## config.mk

```make
export PLATFORM = sky130hd
export DESIGN_NAME = rc_add_sub_8bit
export DESIGN_NICKNAME = d
export VERILOG_FILES = /design/src/rtl/rc_add_sub_8bit.sv
export SDC_FILE = /design/constraint.sdc
export NUM_CORES = 1
export LEC_CHECK = 0
export CAP_MARGIN = 20
export CORE_MARGIN = 4
export CORE_UTILIZATION = 37
export CTS_CLUSTER_SIZE = 8
export DETAILED_ROUTE_END_ITERATION = 10
export PLACE_DENSITY = 0.78
export SLEW_MARGIN = 20
export SYNTH_ARGS = -nofsm -noshare
export SYNTH_HDL_FRONTEND = slang
export SYNTH_SLANG_ARGS = --single-unit
```

## constraint.sdc

```tcl
create_clock -name clk -period 0.8 [get_ports clk]
set_input_delay 0.08 -clock clk [delete_from_list [all_inputs] [get_ports clk]]
set_output_delay 0.08 -clock clk [all_outputs]
set_load 0.03 [all_outputs]
```

## src/rtl/rc_add_sub_8bit.sv

```systemverilog
`default_nettype none
// ============================================================================
// Module      : rc_add_sub_8bit
// Description : 8-bit ripple-carry adder/subtractor with registered sum,
//               unsigned carry/borrow and signed overflow.
// Revision    : 1.0 - initial release
// ============================================================================
module rc_add_sub_8bit (
    input  logic clk,
    input  logic rst_n,
    input  logic A0,
    input  logic A1,
    input  logic A2,
    input  logic A3,
    input  logic A4,
    input  logic A5,
    input  logic A6,
    input  logic A7,
    input  logic B0,
    input  logic B1,
    input  logic B2,
    input  logic B3,
    input  logic B4,
    input  logic B5,
    input  logic B6,
    input  logic B7,
    input  logic M,
    output logic S0,
    output logic S1,
    output logic S2,
    output logic S3,
    output logic S4,
    output logic S5,
    output logic S6,
    output logic S7,
    output logic Cout,
    output logic V
);

    localparam int c_WIDTH = 8;

    logic [c_WIDTH-1:0] w_a;
    logic [c_WIDTH-1:0] w_b;
    logic [c_WIDTH-1:0] w_b_x;
    logic [c_WIDTH:0]   w_carry;
    logic [c_WIDTH-1:0] w_sum_cell;

    logic [c_WIDTH-1:0] w_sum_d;
    logic               w_cout_d;
    logic               w_v_d;

    logic [c_WIDTH-1:0] r_sum_q;
    logic               r_cout_q;
    logic               r_v_q;

    assign w_a = {A7, A6, A5, A4, A3, A2, A1, A0};
    assign w_b = {B7, B6, B5, B4, B3, B2, B1, B0};

    // Mode doubles as carry-in so subtract becomes A + ~B + 1 on the same chain.
    assign w_carry[0] = M;

    generate
        for (genvar i = 0; i < c_WIDTH; i++) begin : g_bit
            assign w_b_x[i]       = w_b[i] ^ M;
            assign w_sum_cell[i]  = w_a[i] ^ w_b_x[i] ^ w_carry[i];
            assign w_carry[i+1]   = (w_a[i] & w_b_x[i]) | (w_carry[i] & (w_a[i] ^ w_b_x[i]));
        end
    endgenerate

    always_comb begin
        w_sum_d  = w_sum_cell;
        w_cout_d = w_carry[c_WIDTH];
        w_v_d    = w_carry[c_WIDTH-1] ^ w_carry[c_WIDTH];
    end

    always_ff @(posedge clk or negedge rst_n) begin
        if (!rst_n) begin
            r_sum_q  <= '0;
            r_cout_q <= 1'b0;
            r_v_q    <= 1'b0;
        end else begin
            r_sum_q  <= w_sum_d;
            r_cout_q <= w_cout_d;
            r_v_q    <= w_v_d;
        end
    end

    assign S0   = r_sum_q[0];
    assign S1   = r_sum_q[1];
    assign S2   = r_sum_q[2];
    assign S3   = r_sum_q[3];
    assign S4   = r_sum_q[4];
    assign S5   = r_sum_q[5];
    assign S6   = r_sum_q[6];
    assign S7   = r_sum_q[7];
    assign Cout = r_cout_q;
    assign V    = r_v_q;

endmodule
`default_nettype wire

```

==> parameters.txt, run 1 <==
Parameter                              Value

Synth
  Most frequent cell after synthesis    sky130_fd_sc_hd__inv_1
  FF+latch count, synth    10
  Proportion of synthesized flip-flops having asynchronous set or reset    1.00
  Post-synth top cells    sky130_fd_sc_hd__inv_1, sky130_fd_sc_hd__dfrtp_1, sky130_fd_sc_hd__fa_1
  Number of instances in the synthesized netlist    40
  Sequential element share of the synthesized area    0.466
  Share of the synthesized area in the top cell type    0.466
  Net Count, Synth    66
  Number of synthesized flops with an enable pin    0
  Combined area of all synthesized cells    around 540 sq um
  Main synth FF type    sky130_fd_sc_hd__dfrtp_1
  Average instance area after synthesis    13.4 sq um
  Yosys synthesis warning count    0
  Most area-hungry cell type in the Yosys netlist    sky130_fd_sc_hd__dfrtp_1
  Dominant cells by area after synthesis    sky130_fd_sc_hd__dfrtp_1, sky130_fd_sc_hd__fa_1, sky130_fd_sc_hd__xnor2_1
  Post-synth cell types    7

Worst setup path
  Buffer and inverter count on the worst path    3
  Most used cell, CP    sky130_fd_sc_hd__fa_2
  Arrival @ worst endpoint    2.81 ns
  Req. time, crit path    0.93 ns
  Maximum fanout along the worst path    2
  CP startpoint kind    input pin
  Worst-path cell chain    buf_6, xor2_2, fa_2, inv_2, fa_2, fa_2, fa_2, fa_2, fa_2, inv_2, fa_2
  Cell class contributing the biggest share of worst-path delay    adder cells
  Endpoint type of the worst setup path    register
  CP max stage cell    sky130_fd_sc_hd__fa_2
  Crit Path Class    in -> reg
  Highest cell delay on the worst timing path    approximately 0.42 ns

Global route
  Total gr overflow    0
  Number of global-route vias before repair    ~410
  Global-route total usage across every layer    0.146
  Global routing's busiest layer    met2
  Largest net degree at the start of global routing    11
  Routing usage on met1    0.142
  First-pass GRT wire length    1960 um
  Met3 track demand over resource in global routing    0.0352
  Number of antenna violations at the first check in global routing    0
  Global routing usage on met2    0.272

Layout
  Proportion of layout cells with a drive suffix above 1    0.558
  Number of fillers in the final layout    87
  Number of antenna repair diodes    0
  Final standard cell utilization of the core    0.721
  Area Overhead vs Synth    79.3%
  Net count reported at finish    approximately 110

Drt
  Overall via count from detail_route    396
  Total wire length after detailed routing    approximately 1300 um
  Residual DRC    0
  First DRT Iteration DRCs    1
  First-pass iteration count of the detailed router    2
  ANT nets after route    0
  Via-to-Cell Ratio    4.30
  Routed wire length per instance    14.3 um

Timing
  Total setup violations reported at the end of the flow    18
  Final clock period utilization by the worst path    3.35
  Slew at the pin closest to its max-slew limit    0.426 ns
  Setup TNS    -10.52 ns
  RSZ-0062 raised after global routing    true
  Final critical path time including I/O delays and setup    2.68 ns
  Final hold viol count    0
  Count of pins over their slew limit    0
  Crit path setup slack, layout    -1.88 ns
  Worst slew slack as a fraction of its limit    0.715
  Top achievable clock speed    around 370 MHz

Power and ir drop
  Logic gate share of total power    0.501
  Clock Power Share    0.157
  Leak    0.000462 uW
  Sequential share of power    0.342
  Worst supply voltage drop on vdd    799 uV
  Sw Pwr    740 uW
  PnR Total Power    2060 uW
  Areal power density over the cells    2140 nW/um^2
  Switching share of total power    0.360
  Internal Pwr Total    1320 uW

Clock tree
  Clock Sink Count    10
  Number of buffers created by CTS    3
  CTS tree    done
  Hold-fix buffers at CTS    0
  Deepest level of the CTS H-tree    1
  Clk root buf    sky130_fd_sc_hd__clkbuf_4
  Clock transition at the registers of the reported paths    0.06 ns
  Number of buffers on the longest clock path    2

Flow run
  MaxCap Viol Count    0

Placement
  Hpwl dp    between 1000 and 1500 um
  Final weighted congestion in routability-driven placement    0.690
  Port Buffer Count    28

Die
  Number of top-level design ports    29
  Horizontal die dimension    46.1 um
  Starting Density    0.402
  Std cell rows    13
  Area of the die    2120 sq um
  Core Region    approximately 1300 sq um
  Die Ht    ~46 um

Run status
  Status    finished with violations
  Failing checks    setup timing

Min path
  Class of the tightest hold or removal check    in -> async
cells by family after synthesis:
kind of cell / Yosys count / synth area share
flops: 10 / 0.466
mux: 1 / 0.0210
buf+inv: 13 / 0.105
fa+ha+maj: 7 / 0.261
xor+xnor: 9 / 0.147
placed cells by master, fill, tap and decap left out, drive strengths merged:
master	netlist	layout
buf	1	21
clkbuf	0	3
clkdlybuf4s50	0	11
dfrtp	10	10
dlygate4sd2	0	2
dlymetal6s2s	0	1
fa	7	7
inv	12	12
mux2	1	1
xnor2	6	6
xor2	3	3
power groups by stage:
stage	Sequential [uW]	Clock (uW)	Combinational, uW
detailed placement	686	0	868
floorplan	947	0	214
global placement	671	0	840
global route	714	356	1100
finish	704	323	1030
CTS	703	331	995
routing by layer:
metal / wire (um) / up-vias
li1: - / 183
met1: 422 / 191
met2: 776 / 17
met3: 85 / 5
met4: 34 / 0
met5: 0 / -
what timing repair did:
action / CTS / global route
pin swaps: 8 / 8
endpoints found under the hold margin: 0 / 0
setup endpoints to repair: 19 / 19
resized for setup: 37 / 8
gates cloned: 0 / 0
buffers inserted: 1 / 2
state kept, by name (all words and copies together), names as in the netlist:
name and count:
V 1, r_sum_q 8, Cout 1
worst paths after layout:
check | depth (start not counted) | startpoint | endpoint | slack [ns]
min | 1 | rst_n | r_sum_q[6] | 0.13
max in group asynchronous | 1 | rst_n | r_sum_q[0] | 0.38
max | 11 | B1 | r_sum_q[7] | -1.88
min in group clk | 3 | A0 | r_sum_q[0] | 0.16
through the flow:
| stage | setup WS, ns | cells | hold WS (ns) | area, sq um |
|---|---|---|---|---|
| 3_3_place_gp | -2.57 | 86 | 0.394 | 855 |
| 3_5_place_dp | -2.62 | 86 | 0.410 | 855 |
| 2_1_floorplan | -2.08 | 40 | -0.216 | 571 |
| 5_1_grt | -1.95 | 92 | 0.162 | 962 |
| 6_report | -1.88 | 92 | 0.125 | 962 |
| 4_1_cts | -2.16 | 90 | 0.0932 | 935 |
layout make-up:
class,instances,area (sq um),area share
multi-input cells,17,274,0.285
clock buffers,3,22.5,0.0234
flip-flops and latches,10,250,0.260
well taps,15,18.8,0.0195
repair buffers,35,352,0.365
inverters,12,45.0,0.0468
Power figures use the tool's default switching activity.
==> run 2: changes to the inputs <==
--- a/config.mk
+++ b/config.mk
@@ -11,7 +11,6 @@
 export CTS_CLUSTER_SIZE = 8
 export DETAILED_ROUTE_END_ITERATION = 10
 export PLACE_DENSITY = 0.78
-export SLEW_MARGIN = 20
 export SYNTH_ARGS = -nofsm -noshare
 export SYNTH_HDL_FRONTEND = slang
 export SYNTH_SLANG_ARGS = --single-unit
==> results of run 2 <==
Same layout as run 1: the final DEF is identical, and so are final timing and power.
